<file path="src/rtl/hidden_weight_fetch.sv">
// -----------------------------------------------------------------------------
// hidden_weight_fetch
//
// Streams a burst of consecutive words out of a registered-output weight ROM.
// A burst is requested with a one-cycle start pulse that also carries the first
// ROM address and the word count. Reads are issued one per cycle into a two-stage
// read pipeline. The first stage is the cycle in which the address is presented.
// The second stage is the cycle in which the ROM drives its data. Returned words
// land in a 4-entry FIFO whose head drives a valid/ready stream. A read is only
// issued when the FIFO plus the reads still in the pipeline leave a free slot. As
// a result, returning ROM data always has room and never has to be dropped.
//
// Ports
//   clk        in   system clock, rising edge
//   rst_n      in   asynchronous active-low reset
//   start      in   one-cycle burst request (ignored unless idle)
//   base_addr  in   first ROM address, sampled with start
//   length     in   word count, sampled with start (0 = empty burst)
//   abort      in   cancels the burst in progress
//   rom_addr   out  ROM read address
//   rom_q      in   ROM data, valid one clock after rom_addr
//   w_data     out  streamed weight word
//   w_valid    out  w_data / w_last valid
//   w_ready    in   consumer accepts the word when high with w_valid
//   w_last     out  final word of the burst
//   busy       out  burst in progress (FETCH or DRAIN)
//   done       out  one-cycle pulse after the final word is accepted
// -----------------------------------------------------------------------------
module hidden_weight_fetch #(
  parameter int DATA_WIDTH = 8,
  parameter int ADDR_WIDTH = 15
) (
  input  logic                  clk,
  input  logic                  rst_n,
  input  logic                  start,
  input  logic [ADDR_WIDTH-1:0] base_addr,
  input  logic [ADDR_WIDTH:0]   length,
  input  logic                  abort,
  output logic [ADDR_WIDTH-1:0] rom_addr,
  input  logic [DATA_WIDTH-1:0] rom_q,
  output logic [DATA_WIDTH-1:0] w_data,
  output logic                  w_valid,
  input  logic                  w_ready,
  output logic                  w_last,
  output logic                  busy,
  output logic                  done
);

  typedef enum logic [1:0] {
    S_IDLE  = 2'd0,
    S_FETCH = 2'd1,
    S_DRAIN = 2'd2,
    S_DONE  = 2'd3
  } state_e;

  localparam logic [ADDR_WIDTH:0]   LEN_ONE  = {{ADDR_WIDTH{1'b0}}, 1'b1};
  localparam logic [ADDR_WIDTH:0]   LEN_ZERO = {(ADDR_WIDTH+1){1'b0}};
  localparam logic [ADDR_WIDTH-1:0] ADDR_ONE = {{(ADDR_WIDTH-1){1'b0}}, 1'b1};

  // FSM state
  state_e state_q, state_d;

  // Address generation
  logic [ADDR_WIDTH-1:0] rom_addr_q;   // address currently presented to the ROM
  logic [ADDR_WIDTH-1:0] next_addr_q;  // address of the next read to issue
  logic [ADDR_WIDTH:0]   remain_q;     // reads still to issue

  // Two-stage read pipeline: issue stage and ROM-output stage
  logic iss_v_q, iss_last_q;
  logic rom_v_q, rom_last_q;

  // 4-entry output FIFO
  logic [DATA_WIDTH-1:0] fifo_data_q [4];
  logic                  fifo_last_q [4];
  logic [1:0]            wr_ptr_q, rd_ptr_q;
  logic [2:0]            count_q;

  // Registered status outputs
  logic busy_q, busy_d;
  logic done_q, done_d;

  // Decoded control
  logic                  start_s;
  logic                  abort_s;
  logic [2:0]            pending_s;
  logic                  room_s;
  logic                  issue_s;
  logic [ADDR_WIDTH-1:0] issue_addr_s;
  logic                  issue_last_s;
  logic                  head_valid_s;
  logic                  head_last_s;
  logic                  push_s;
  logic                  pop_s;
  logic                  final_xfer_s;

  // Request decode, read-issue decision and FIFO handshake
  always_comb begin
    start_s      = start && (state_q == S_IDLE);
    abort_s      = abort && (state_q != S_IDLE);
    // Words buffered plus reads whose data has not landed yet
    pending_s    = count_q + {2'b00, iss_v_q} + {2'b00, rom_v_q};
    room_s       = (pending_s < 3'd4);
    head_valid_s = (count_q != 3'd0);
    head_last_s  = fifo_last_q[rd_ptr_q];
    pop_s        = head_valid_s && w_ready && !abort_s;
    final_xfer_s = pop_s && head_last_s;
    push_s       = rom_v_q && !abort_s;
    if (start_s) begin
      // The first read goes out with start acceptance so base_addr is on
      // rom_addr in the very next cycle.
      issue_s      = (length != LEN_ZERO);
      issue_addr_s = base_addr;
      issue_last_s = (length == LEN_ONE);
    end else if (state_q == S_FETCH) begin
      issue_s      = !abort_s && (remain_q != LEN_ZERO) && room_s;
      issue_addr_s = next_addr_q;
      issue_last_s = (remain_q == LEN_ONE);
    end else begin
      issue_s      = 1'b0;
      issue_addr_s = next_addr_q;
      issue_last_s = 1'b0;
    end
  end

  // FSM state register
  always_ff @(posedge clk or negedge rst_n) begin
    if (!rst_n) begin
      state_q <= S_IDLE;
    end else begin
      state_q <= state_d;
    end
  end

  // FSM next-state logic
  always_comb begin
    state_d = state_q;
    case (state_q)
      S_IDLE: begin
        if (start_s) begin
          state_d = (length == LEN_ZERO) ? S_DONE : S_FETCH;
        end else begin
          state_d = S_IDLE;
        end
      end
      S_FETCH: begin
        if (abort_s) begin
          state_d = S_IDLE;
        end else if ((remain_q == LEN_ZERO) || (issue_s && (remain_q == LEN_ONE))) begin
          state_d = S_DRAIN;
        end else begin
          state_d = S_FETCH;
        end
      end
      S_DRAIN: begin
        // Abort wins over a simultaneous final-word transfer
        if (abort_s) begin
          state_d = S_IDLE;
        end else if (final_xfer_s) begin
          state_d = S_DONE;
        end else begin
          state_d = S_DRAIN;
        end
      end
      S_DONE: begin
        state_d = S_IDLE;
      end
      default: begin
        state_d = S_IDLE;
      end
    endcase
  end

  // FSM outputs, computed from the next state so busy/done are registered
  always_comb begin
    busy_d = 1'b0;
    done_d = 1'b0;
    case (state_d)
      S_FETCH: busy_d = 1'b1;
      S_DRAIN: busy_d = 1'b1;
      S_DONE:  done_d = 1'b1;
      default: begin
        busy_d = 1'b0;
        done_d = 1'b0;
      end
    endcase
  end

  // Status output registers
  always_ff @(posedge clk or negedge rst_n) begin
    if (!rst_n) begin
      busy_q <= 1'b0;
      done_q <= 1'b0;
    end else begin
      busy_q <= busy_d;
      done_q <= done_d;
    end
  end

  // Address generator and remaining-read counter
  always_ff @(posedge clk or negedge rst_n) begin
    if (!rst_n) begin
      rom_addr_q  <= {ADDR_WIDTH{1'b0}};
      next_addr_q <= {ADDR_WIDTH{1'b0}};
      remain_q    <= LEN_ZERO;
    end else begin
      if (issue_s) begin
        rom_addr_q  <= issue_addr_s;
        // Natural overflow of the adder gives the modulo-2^ADDR_WIDTH wrap
        next_addr_q <= issue_addr_s + ADDR_ONE;
      end else begin
        rom_addr_q  <= rom_addr_q;
        next_addr_q <= next_addr_q;
      end
      if (start_s) begin
        remain_q <= (length == LEN_ZERO) ? LEN_ZERO : (length - LEN_ONE);
      end else if (abort_s) begin
        remain_q <= LEN_ZERO;
      end else if (issue_s) begin
        remain_q <= remain_q - LEN_ONE;
      end else begin
        remain_q <= remain_q;
      end
    end
  end

  // Read pipeline: issue stage then ROM-output stage; abort discards both
  always_ff @(posedge clk or negedge rst_n) begin
    if (!rst_n) begin
      iss_v_q    <= 1'b0;
      iss_last_q <= 1'b0;
      rom_v_q    <= 1'b0;
      rom_last_q <= 1'b0;
    end else if (abort_s) begin
      iss_v_q    <= 1'b0;
      iss_last_q <= 1'b0;
      rom_v_q    <= 1'b0;
      rom_last_q <= 1'b0;
    end else begin
      iss_v_q    <= issue_s;
      iss_last_q <= issue_s && issue_last_s;
      rom_v_q    <= iss_v_q;
      rom_last_q <= iss_last_q;
    end
  end

  // Output FIFO storage and pointers; abort flushes everything
  always_ff @(posedge clk or negedge rst_n) begin
    if (!rst_n) begin
      for (int i = 0; i < 4; i++) begin
        fifo_data_q[i] <= {DATA_WIDTH{1'b0}};
        fifo_last_q[i] <= 1'b0;
      end
      wr_ptr_q <= 2'd0;
      rd_ptr_q <= 2'd0;
      count_q  <= 3'd0;
    end else if (abort_s) begin
      wr_ptr_q <= 2'd0;
      rd_ptr_q <= 2'd0;
      count_q  <= 3'd0;
    end else begin
      if (push_s) begin
        fifo_data_q[wr_ptr_q] <= rom_q;
        fifo_last_q[wr_ptr_q] <= rom_last_q;
        wr_ptr_q              <= wr_ptr_q + 2'd1;
      end else begin
        wr_ptr_q <= wr_ptr_q;
      end
      if (pop_s) begin
        rd_ptr_q <= rd_ptr_q + 2'd1;
      end else begin
        rd_ptr_q <= rd_ptr_q;
      end
      count_q <= count_q + {2'b00, push_s} - {2'b00, pop_s};
    end
  end

  // Stream outputs come straight from the FIFO head registers; they are zeroed
  // when empty so no stale word is visible.
  always_comb begin
    w_valid = head_valid_s;
    if (head_valid_s) begin
      w_data = fifo_data_q[rd_ptr_q];
      w_last = head_last_s;
    end else begin
      w_data = {DATA_WIDTH{1'b0}};
      w_last = 1'b0;
    end
  end

  assign rom_addr = rom_addr_q;
  assign busy     = busy_q;
  assign done     = done_q;

endmodule

</file>
<file path="config.mk">
export PLATFORM = sky130hd
export DESIGN_NAME = hidden_weight_fetch
export DESIGN_NICKNAME = d
export VERILOG_FILES = /design/src/rtl/hidden_weight_fetch.sv
export SDC_FILE = /design/constraint.sdc
export NUM_CORES = 1
export LEC_CHECK = 0
export CAP_MARGIN = 10
export CORE_MARGIN = 2
export CORE_UTILIZATION = 50
export DETAILED_ROUTE_END_ITERATION = 7
export GPL_ROUTABILITY_DRIVEN = 0
export HOLD_SLACK_MARGIN = 0.1
export PLACE_DENSITY = 0.73
export SLEW_MARGIN = 20
export SYNTH_ARGS = -nofsm -noshare
export SYNTH_HDL_FRONTEND = slang
export SYNTH_SLANG_ARGS = --single-unit
</file>
<file path="constraint.sdc">
create_clock -name clk -period 3.05 [get_ports clk]
set_input_delay 0.4575 -clock clk [delete_from_list [all_inputs] [get_ports clk]]
set_output_delay 0.4575 -clock clk [all_outputs]
set_load 0.1 [all_outputs]
</file>
Word-level counts from Yosys, hierarchy flattened. Cells that the tools add are included.

Register bits after elaboration: 97. Input port bits: 44. Output and inout port bits: 27. Word-level logic and storage cells: 111.

Reduce and logical (&&, ||, !) cells: 25. $add $sub $neg: 9. Mux-type cells: 41. Bitwise operators: 3. Magnitude comparators: 4. Equality and inequality tests: 8.

Operators with widths (count): 2-to-1 mux 16 bit (4); bitwise mux 32 bit (1); equality test 16 x 1 -> 1 bit, second input constant (2); zero test 16 bit (2); 2-to-1 mux 8 bit (4); nonzero test 16 bit (2); subtractor 16 x 1 -> 16 bit, second input constant (2); 2-to-1 mux 2 bit (9); binary-select mux 8 bit (select 2 bit) (1); demux 8 bit (select 2 bit) (1); adder 15 x 1 -> 15 bit, second input constant (1); 2-to-1 mux 1 bit (15); 2-to-1 mux 15 bit (1); logical AND 1 bit (11); adder 3 x 1 -> 3 bit (3); equality test 2 bit, second input constant (4); case mux 2 bit (4 select lines) (1); >= comparator 3 bit, second input constant (2); inverter 2 -> 3 bit (2); nonzero test 2 bit (3); nonzero test 3 bit (2); adder 2 x 1 -> 2 bit, second input constant (2); bitwise mux 4 bit (1); equality test 2 x 1 -> 1 bit, second input constant (2); other kinds (12) (12).

Logic depth before layout (Yosys ltp). Gate-level depths: netlist of run 1.

Word-level depth: 15. Gate-level depth with buffers: 14. Depth with buffers taken out: 10.

Worst setup path before layout of run 1. No wires, ideal clock.

Path kind: register -> output. From: register count_q[2]. To: output port w_data[0]. Arrival: 2.353 ns. Data required time: 2.592 ns. Path slack: 0.240 ns. Path buffers: 1. Stages on the path, launching flop included: 4. Cells stage by stage: dfrtp_1 or3_1 clkbuf_1 and2_1.

Cells in the longest elaborated chain, start to end: 2.

RTL lines: start: declaration (RTL line 76) `logic [2:0] count_q;`; start signal: assignment (RTL line 273) `count_q <= count_q + {2'b00, push_s} - {2'b00, pop_s};`; nonzero test 3 bit (RTL line 103) `head_valid_s = (count_q != 3'd0);`; named net w_valid (RTL line 42) `output logic w_valid,`; 2-to-1 mux 8 bit (RTL line 281) `if (head_valid_s) begin`; end: declaration (RTL line 41) `output logic [DATA_WIDTH-1:0] w_data,`.

The timed path passes the listed nets, and every way through them passes these cells.

Final worst setup path of run 1.
From: register remain_q[0]. To: register next_addr_q[2].

Cells in the longest elaborated chain, start to end: 5.

RTL lines: start: declaration (RTL line 66) `logic [ADDR_WIDTH:0] remain_q;`; start signal: assignment (RTL line 215) `remain_q <= (length == LEN_ZERO) ? LEN_ZERO : (length - LEN_ONE);`; start signal: assignment (RTL line 219) `remain_q <= remain_q - LEN_ONE;`; start signal: assignment (RTL line 221) `remain_q <= remain_q;`; nonzero test 16 bit (RTL line 115) `issue_s = !abort_s && (remain_q != LEN_ZERO) && room_s;`; logical AND 1 bit (2 in a row) (RTL line 115); 2-to-1 mux 1 bit (RTL line 114) `end else if (state_q == S_FETCH) begin`; 2-to-1 mux 1 bit (RTL line 108) `if (start_s) begin`; end signal: assignment (RTL line 203) `next_addr_q <= {ADDR_WIDTH{1'b0}};`; end signal: assignment (RTL line 209) `next_addr_q <= issue_addr_s + ADDR_ONE;`; end signal: assignment (RTL line 212) `next_addr_q <= next_addr_q;`; end: declaration (RTL line 65) `logic [ADDR_WIDTH-1:0] next_addr_q;`.

Every way passes these cells. A chain may end at the register's enable or synchronous reset.

==> results.cfg, run 1 <==
[setup_path]
critPathMaxFanout = 21
critPathLaunchType = flip-flop
slowest_stage = dfrtp_1
cp_top_family = simple AND/OR/NAND/NOR gates
reg2reg_setup_slack_ns = 0.38
cp.arrival_ns = 2.93
worst_r2r_endpoint = next_addr_q[2]
critical_path_class = flip-flop to flip-flop
reg2reg_depth = 9
cp_cell_sequence = inv_1 -> ha_1 -> nor3b_2 -> nand2_2 -> or3_4 -> a21oi_2 -> buf_4 -> a21oi_1 -> a221oi_2
max_stage_delay_ns = 0.43
required_ns = 3.31
end_kind = flip-flop
path_buf_inv = 2
rr_startpoint = remain_q[0]

[detailed_routing]
via_count = 4775
drt_first_pass_iters = 5
drt_iter0_markers = 316
postRouteAntennaNets = 0
viasPerCell = 5.969
totalWireLength_microns = 13570
drc = 0
routedWlPerCell_microns = 16.96

[global_route]
busiest_layer = met2
grt_antenna_before_repair = 0
grt_pass1_vias = 4673
grt_use_met2_pct = 38.09
grtUsageMet3_pct = 3.974
grt.met1_usage_pct = 29.52
overflow = 0
grt_pass1_wl_microns = 22670
track_usage_pct = 22.49
grt_start_max_net_pins = 56

[floorplanning]
dieArea_sq_um = 12400
fp.dieW_microns = 111.4
pin_count = 71
initial_core_util_pct = 50.92
core_area_sq_um = 11320
die_y_microns = 111.4
rows = 39

[synthesis]
synth_commonest_cells = dfrtp_1 (97), nand2_1 (54), nor2_1 (48)
avgSynthCellArea_sq_um = 9.990
synthArstFlopShare_pct = 100.0
synth_cell_types = 65
syn_area_sq_um = 5764
yosysWarnings = 0
ys.flop_type = dfrtp_1
synthTopCellsByArea = dfrtp_1 (42%), mux2_2 (7.4%), mux4_2 (3.5%), nand2_1 (3.5%), nor2_1 (3.1%)
yosysTopAreaCell = dfrtp_1
syn_nets = 636
synth_most_common_cell = dfrtp_1
yosysSeqAreaShare_pct = 42.11
synth_edf_count = 0
synth_top_area_share_pct = 42.11
ys_seq_elements = 97
synthCells = 577

[cts]
holdBufCountCts = 0
path_clk_slew_ns = 0.07
numCtsBuffers = 9
h-tree-depth = 3
clock-sinks = 97
cts-root-buf = clkbuf_16
cts_tree = done
clock_latency_ns = 0.35
post_cts_resized = 0
cts_buffer_depth = 2
post_cts_buffers = 0

[sta]
slew_headroom_pct = 49.43
worstMarginPinSlew_ns = 0.7585
skew_ns = 0.01239
timing.fmax_ghz = 0.3740
slew_violations = 0
fin_crit_sh_pct = 87.66
rsz0062_at_grt = false
finalWorstSetupSlack_ns = 0.3763
min_period_ns = 2.674
setup_tns_ns = 0
setup_violations = 0
holdWs_ns = 0.1770
final_hold_viol_count = 0

[min_path]
hp-class = primary input to async pin

[place]
numPortBuffers = 70
pre_cts_slack_ns = 0.1579
post_dp_cell_area_sq_um = 6606
place_inst = 784
post-dp-hpwl_microns = 9899

[finish]
utilization_pct = 61.11
layout.cells.non_filler = 800
drive_above_1_share_pct = 20.24
final_nets = 711
nFillCells = 947
area_growth_pct = 20.01
stdcell_area_sq_um = 6918
antennaDiodeCount = 0

[power]
irDropWorstVdd_mv = 1.200
pwr_density_cell_nw_per_um2 = 1191
cellLeakagePower_nw = 3.040
p_total_mw = 8.239

[run_status]
status = completed

[flow_run]
drv_cap = 0
-- worst max path at each step --
stage                      from        endpoint  slack [ns]  cells past startpoint
finish              remain_q[0]  next_addr_q[2]        0.38                      9
global route        remain_q[0]  next_addr_q[2]        0.20                      9
CTS                 remain_q[0]  next_addr_q[2]        0.38                      9
detailed placement        abort      count_q[2]        0.16                     10
global placement          abort      count_q[2]        0.25                     10
floorplan            count_q[2]       w_data[0]        0.24                      3
-- per-layer routing --
| layer | vias up | share of wire (%) | wire (microns) |
|---|---|---|---|
| li1 | 2268 | - | - |
| met1 | 2347 | 44 | 5972 |
| met2 | 136 | 50 | 6766 |
| met3 | 24 | 4.3 | 586 |
| met4 | 0 | 1.8 | 242 |
| met5 | - | 0 | 0 |
-- kinds of logic after synthesis --
kind of cell | synth area share (%)
AOI/OAI and AO/OA | 14.74
muxes | 14.41
buffers and inverters | 3.625
xor gates and xnor gates | 3.039
and+or+nand+nor | 18.69
DFF | 42.11
adders and majority gates | 3.386
-- registers in the layout, indices dropped and copies added, names as in the netlist --
signal / flops
fifo_last_q: 4
rom_last_q: 1
rom_addr: 15
done: 1
state_q: 2
count_q: 3
iss_last_q: 1
iss_v_q: 1
fifo_data_q: 32
busy: 1
remain_q: 16
next_addr_q: 15
rd_ptr_q: 2
rom_v_q: 1
wr_ptr_q: 2
-- power breakdown --
group,leakage (nW),internal [mW],switching (mW),total (mW)
Sequential,1.19,1.87,0.526,2.40
Clock,0.150,0.654,0.542,1.20
Combinational,1.70,1.59,3.05,4.64
-- worst reg2reg max path, delay by kind of cell, from the launching register on --
family / cells / cell delay [ns]
AND/OR/NAND/NOR: 3 / 0.94
AO/OA/AOI/OAI: 3 / 0.59
flip-flops: 1 / 0.43
buffers and inverters: 2 / 0.37
adder cells (fa/ha/maj): 1 / 0.25
-- cells in the final DEF (no fill, tap or decap), types with 5 or more instances in the layout --
master / n
a21oi_1: 35
a2bb2oi_1: 10
a31oi_1: 16
and2_1: 19
buf_4: 43
clkbuf_16: 9
clkdlybuf4s50_1: 42
dfrtp_1: 97
ha_1: 14
inv_1: 20
mux2_2: 38
mux2i_1: 17
mux4_2: 9
nand2_1: 54
nand2b_1: 6
nand3_1: 17
nand4_1: 11
nor2_1: 48
nor3_1: 18
o21ai_0: 22
o22a_1: 6
o22ai_1: 5
o31ai_1: 5
or3_1: 8
xnor2_1: 10
xor2_1: 10
-- layout make-up --
cell class	count	area (sq um)	area share (%)
multi-input cells	435	3134	45.31
flip-flops and latches	97	2427	35.09
repair buffers	87	783.3	11.32
clock buffers	9	225.2	3.256
well taps	143	178.9	2.586
clock inverters	7	86.33	1.248
inverters	22	82.58	1.194
Note: power is estimated with default switching activity, not from simulation.
==> run 2, diff against run 1 <==
--- a/config.mk
+++ b/config.mk
@@ -12,6 +12,7 @@
 export GPL_ROUTABILITY_DRIVEN = 0
 export HOLD_SLACK_MARGIN = 0.1
 export PLACE_DENSITY = 0.73
+export SETUP_SLACK_MARGIN = 0.3
 export SLEW_MARGIN = 20
 export SYNTH_ARGS = -nofsm -noshare
 export SYNTH_HDL_FRONTEND = slang
==> results.cfg, run 2 (synthesis gave the netlist of run 1 again) <==
[cts]
cts_tree = done
clock-sinks = 97
post_cts_buffers = 0
cts-root-buf = clkbuf_16
numCtsBuffers = 9
cts_buffer_depth = 2
path_clk_slew_ns = 0.08
clock_latency_ns = 0.36
h-tree-depth = 3

[setup_path]
worst_r2r_endpoint = remain_q[9]
rr_startpoint = remain_q[0]
crit_end = remain_q[9]
path_buf_inv = 1
cp_cell_sequence = inv_1 -> ha_1 -> nor3b_4 -> nand2_2 -> or3_4 -> nand2_1 -> nand2_1 -> o221a_2
cp.arrival_ns = 2.87
critical_path_class = flip-flop to flip-flop
end_kind = flip-flop
reg2reg_depth = 8
reg2reg_setup_slack_ns = 0.43
slowest_stage = dfrtp_1
cp_top_family = simple AND/OR/NAND/NOR gates
max_stage_delay_ns = 0.44
required_ns = 3.30
critPathMaxFanout = 8
path_common_cell = nand2_1
critPathLaunchType = flip-flop
cp.depth = 8
setup.worst_path.start = remain_q[0]

[power]
cellLeakagePower_nw = 3.043
p_total_mw = 8.219
irDropWorstVdd_mv = 1.197
pwr_density_cell_nw_per_um2 = 1188

[floorplanning]
pin_count = 71
die_y_microns = 111.4
dieArea_sq_um = 12400
fp.dieW_microns = 111.4
core_area_sq_um = 11320
initial_core_util_pct = 50.92
rows = 39

[min_path]
hp-class = primary input to async pin

[finish]
drive_above_1_share_pct = 20.61
area_growth_pct = 20.06
max_flop_register = fifo_data_q
reg.largest.list = fifo_data_q: 32 flops, remain_q: 16 flops
antennaDiodeCount = 0
layout_common_cells = dfrtp_1 (97), nand2_1 (54), nor2_1 (48)
final_common_cell = dfrtp_1
largest_reg_flops = 32
final_nets = 714

[global_route]
track_usage_pct = 22.45
grt_use_met2_pct = 36.95
grt_start_max_net_pins = 50
grt.met1_usage_pct = 30.08
grtUsageMet3_pct = 3.811
grt_pass1_vias = 4561
busiest_layer = met2
grt_antenna_before_repair = 0
grt_pass1_wl_microns = 22520
overflow = 0

[sta]
slew_headroom_pct = 43.61
worstMarginPinSlew_ns = 0.8427
min_period_ns = 2.621
skew_ns = 0.009461
setup_violations = 0
slew_violations = 0
rsz0062_at_grt = true
setup_tns_ns = 0
fin_crit_sh_pct = 85.95
final_hold_viol_count = 0
timing.fmax_ghz = 0.3815
holdWs_ns = 0.1237

[flow_run]
drv_cap = 0

[detailed_routing]
drt_iter0_markers = 302
totalWireLength_microns = 13520
via_count = 4713
drc = 0
routedWlPerCell_microns = 16.84
drt_first_pass_iters = 5
viasPerCell = 5.869
postRouteAntennaNets = 0

[place]
post-dp-hpwl_microns = 9712
numPortBuffers = 70

[run_status]
status = completed
[run 2: per-stage QoR]
stage / utilization (%) / instance area [sq um] / setup slack (ns) / cells
after floorplan: - / 5767 / 0.3376 / 577
after global placement: 58.44 / 6616 / 0.2054 / 787
after detailed placement: 58.44 / 6616 / 0.1689 / 787
after CTS: 61.07 / 6914 / 0.4269 / 803
after global routing: 61.13 / 6920 / 0.2751 / 803
final: 61.13 / 6920 / 0.4287 / 803
[run 2: routing by layer]
| metal | part of all wire [%] | vias to the layer above |
|---|---|---|
| met5 | 0 | - |
| met4 | 1.5 | 0 |
| met3 | 4.5 | 13 |
| met2 | 49 | 122 |
| met1 | 45 | 2318 |
| li1 | - | 2260 |
[run 2: repair_timing]
action | 4_1_cts | 5_1_grt
gates resized for setup | 0 | 1
setup endpoints to repair | 0 | 12
hold buffers | 0 | 0
[run 2: report_power, final]
part	switching [mW]	internal, mW
clock	0.563	0.579
combinational	3.06	1.61
sequential	0.535	1.87
[run 2: worst min-delay path by stage]
| stage | slack [ns] | endpoint | depth (start not counted) | startpoint |
|---|---|---|---|---|
| 3_5_place_dp | 0.44 | rom_last_q | 1 | iss_last_q |
| 3_3_place_gp | 0.44 | rom_last_q | 1 | iss_last_q |
| 2_1_floorplan | 0.16 | busy | 0 | rst_n |
| 5_1_grt | 0.17 | fifo_data_q[31] | 1 | rst_n |
| 4_1_cts | 0.14 | wr_ptr_q[1] | 1 | rst_n |
| 6_report | 0.12 | fifo_data_q[31] | 1 | rst_n |
[run 2: final cells by class]
cell class | count | area [sq um]
fillers | 953 | 4400
multi-input cells | 435 | 3141
flip-flops and latches | 97 | 2427
repair buffers | 90 | 793.3
clock buffers | 9 | 225.2
well taps | 143 | 178.9
inverters | 22 | 82.58
clock inverters | 7 | 72.57
==> run 3, diff against run 2 <==
--- a/config.mk
+++ b/config.mk
@@ -11,7 +11,7 @@
 export DETAILED_ROUTE_END_ITERATION = 7
 export GPL_ROUTABILITY_DRIVEN = 0
 export HOLD_SLACK_MARGIN = 0.1
-export PLACE_DENSITY = 0.73
+export PLACE_DENSITY = 0.74
 export SETUP_SLACK_MARGIN = 0.3
 export SLEW_MARGIN = 20
 export SYNTH_ARGS = -nofsm -noshare
==> results.cfg, run 3 (synthesis gave the netlist of run 1 again) <==
[run_status]
status = completed

[cts]
post_cts_resized = 0
numCtsBuffers = 9
cts_buffer_depth = 2
cts_tree = done
clock_latency_ns = 0.34
clock-sinks = 97
h-tree-depth = 3
holdBufCountCts = 0
cts-root-buf = clkbuf_16
path_clk_slew_ns = 0.07
post_cts_buffers = 0

[floorplanning]
pin_count = 71
core_area_sq_um = 11320
rows = 39
dieArea_sq_um = 12400
fp.dieW_microns = 111.4
die_y_microns = 111.4
initial_core_util_pct = 50.92

[global_route]
grt_antenna_before_repair = 0
overflow = 0
grt_start_max_net_pins = 50
grt_pass1_vias = 4540
track_usage_pct = 21.72
grt_pass1_wl_microns = 22140

[setup_path]
cp_cell_sequence = inv_1 -> ha_1 -> nor3b_2 -> nand2_2 -> or3_4 -> a21oi_2 -> buf_4 -> a21oi_1 -> a221oi_2
reg2reg_depth = 9
critical_path_class = flip-flop to flip-flop
cp.arrival_ns = 2.87
cp_top_family = simple AND/OR/NAND/NOR gates
required_ns = 3.30
reg2reg_setup_slack_ns = 0.44
worst_r2r_endpoint = next_addr_q[2]
critPathLaunchType = flip-flop
critPathMaxFanout = 21
path_buf_inv = 2
slowest_stage = dfrtp_1
max_stage_delay_ns = 0.42
rr_startpoint = remain_q[0]
end_kind = flip-flop

[detailed_routing]
drt_iter0_markers = 281
postRouteAntennaNets = 0
via_count = 4674
drt_first_pass_iters = 5
viasPerCell = 5.850
totalWireLength_microns = 13340
drc = 0
routedWlPerCell_microns = 16.69

[finish]
area_growth_pct = 20.23
nFillCells = 971
final_nets = 710
drive_above_1_share_pct = 20.12
reg.largest.list = fifo_data_q: 32 flops, remain_q: 16 flops
layout.cells.non_filler = 799
max_flop_register = fifo_data_q
antennaDiodeCount = 0
final_common_cell = dfrtp_1
layout_common_cells = dfrtp_1 (97), nand2_1 (54), nor2_1 (48)
largest_reg_flops = 32

[sta]
worstMarginPinSlew_ns = 0.6732
timing.fmax_ghz = 0.3831
final_hold_viol_count = 0
rsz0062_at_grt = false
holdWs_ns = 0.1370
slew_headroom_pct = 54.70
skew_ns = 0.005736
setup_violations = 0
setup_tns_ns = 0
slew_violations = 0
fin_crit_sh_pct = 85.59
min_period_ns = 2.610

[place]
numPortBuffers = 70
place_inst = 783
post-dp-hpwl_microns = 9720

[min_path]
hp-class = primary input to async pin

[power]
cellLeakagePower_nw = 3.047
pwr_density_cell_nw_per_um2 = 1199
irDropWorstVdd_mv = 1.143

[flow_run]
drv_cap = 0
## run 3: cell types whose count changed in the layout (fill, tap and decap cells not counted)
| cell | before | now |
|---|---|---|
| inv_6 | 2 | 1 |
| clkinv_2 | 0 | 2 |
| inv_2 | 2 | 1 |
| clkinv_4 | 1 | 0 |
| nor3b_4 | 2 | 1 |
| buf_4 | 47 | 43 |
| bufinv_16 | 0 | 3 |
| nor3b_2 | 0 | 1 |
| clkinv_8 | 1 | 0 |
| inv_4 | 0 | 1 |
| inv_8 | 2 | 0 |
## run 3: worst max path at each step
stage	from	endpoint	slack (ns)	depth (start not counted)
detailed placement	length[9]	busy	0.11	8
CTS	remain_q[0]	rom_addr[13]	0.43	8
global placement	length[9]	busy	0.20	8
global route	remain_q[1]	next_addr_q[2]	0.30	9
finish	remain_q[0]	next_addr_q[2]	0.44	9
floorplan	start	next_addr_q[12]	0.34	12
## run 3: layer usage
layer  share of wire [%]  track usage, %  vias up
met5                   0               0        -
met4                0.99           6.667        0
met3                 4.0           2.994        9
met2                  50           37.40      130
met1                  45           28.76     2272
li1                    -               -     2263
## run 3: power breakdown
part,switching [mW],total (mW),internal (mW)
sequential,0.521,2.40,1.87
combinational,3.04,4.62,1.58
clock,0.497,1.30,0.802
## run 3: worst reg2reg max path, delay by kind of cell (launching register included)
kind | cells | cell delay (ns)
simple gates | 3 | 0.93
fa+ha+maj | 1 | 0.21
buf+inv | 2 | 0.37
compound gates | 3 | 0.60
flops | 1 | 0.42
## run 3: area by class of cell
cell class | count | area (sq um) | area share [%]
clock buffers | 9 | 225.2 | 3.250
clock inverters | 7 | 116.4 | 1.679
inverters | 22 | 85.08 | 1.228
multi-input cells | 435 | 3134 | 45.22
flip-flops and latches | 97 | 2427 | 35.02
well taps | 143 | 178.9 | 2.582
repair buffers | 86 | 763.2 | 11.01
## run 3: metrics by stage
step / cell area (sq um) / util (%) / setup WS [ns] / total power [mW]
floorplan: 5767 / - / 0.3376 / 5.971
global placement: 6586 / 58.18 / 0.2006 / 6.872
detailed placement: 6586 / 58.18 / 0.1120 / 7.020
CTS: 6928 / 61.20 / 0.4345 / 8.342
global route: 6930 / 61.22 / 0.3033 / 8.788
finish: 6930 / 61.22 / 0.4396 / 8.310
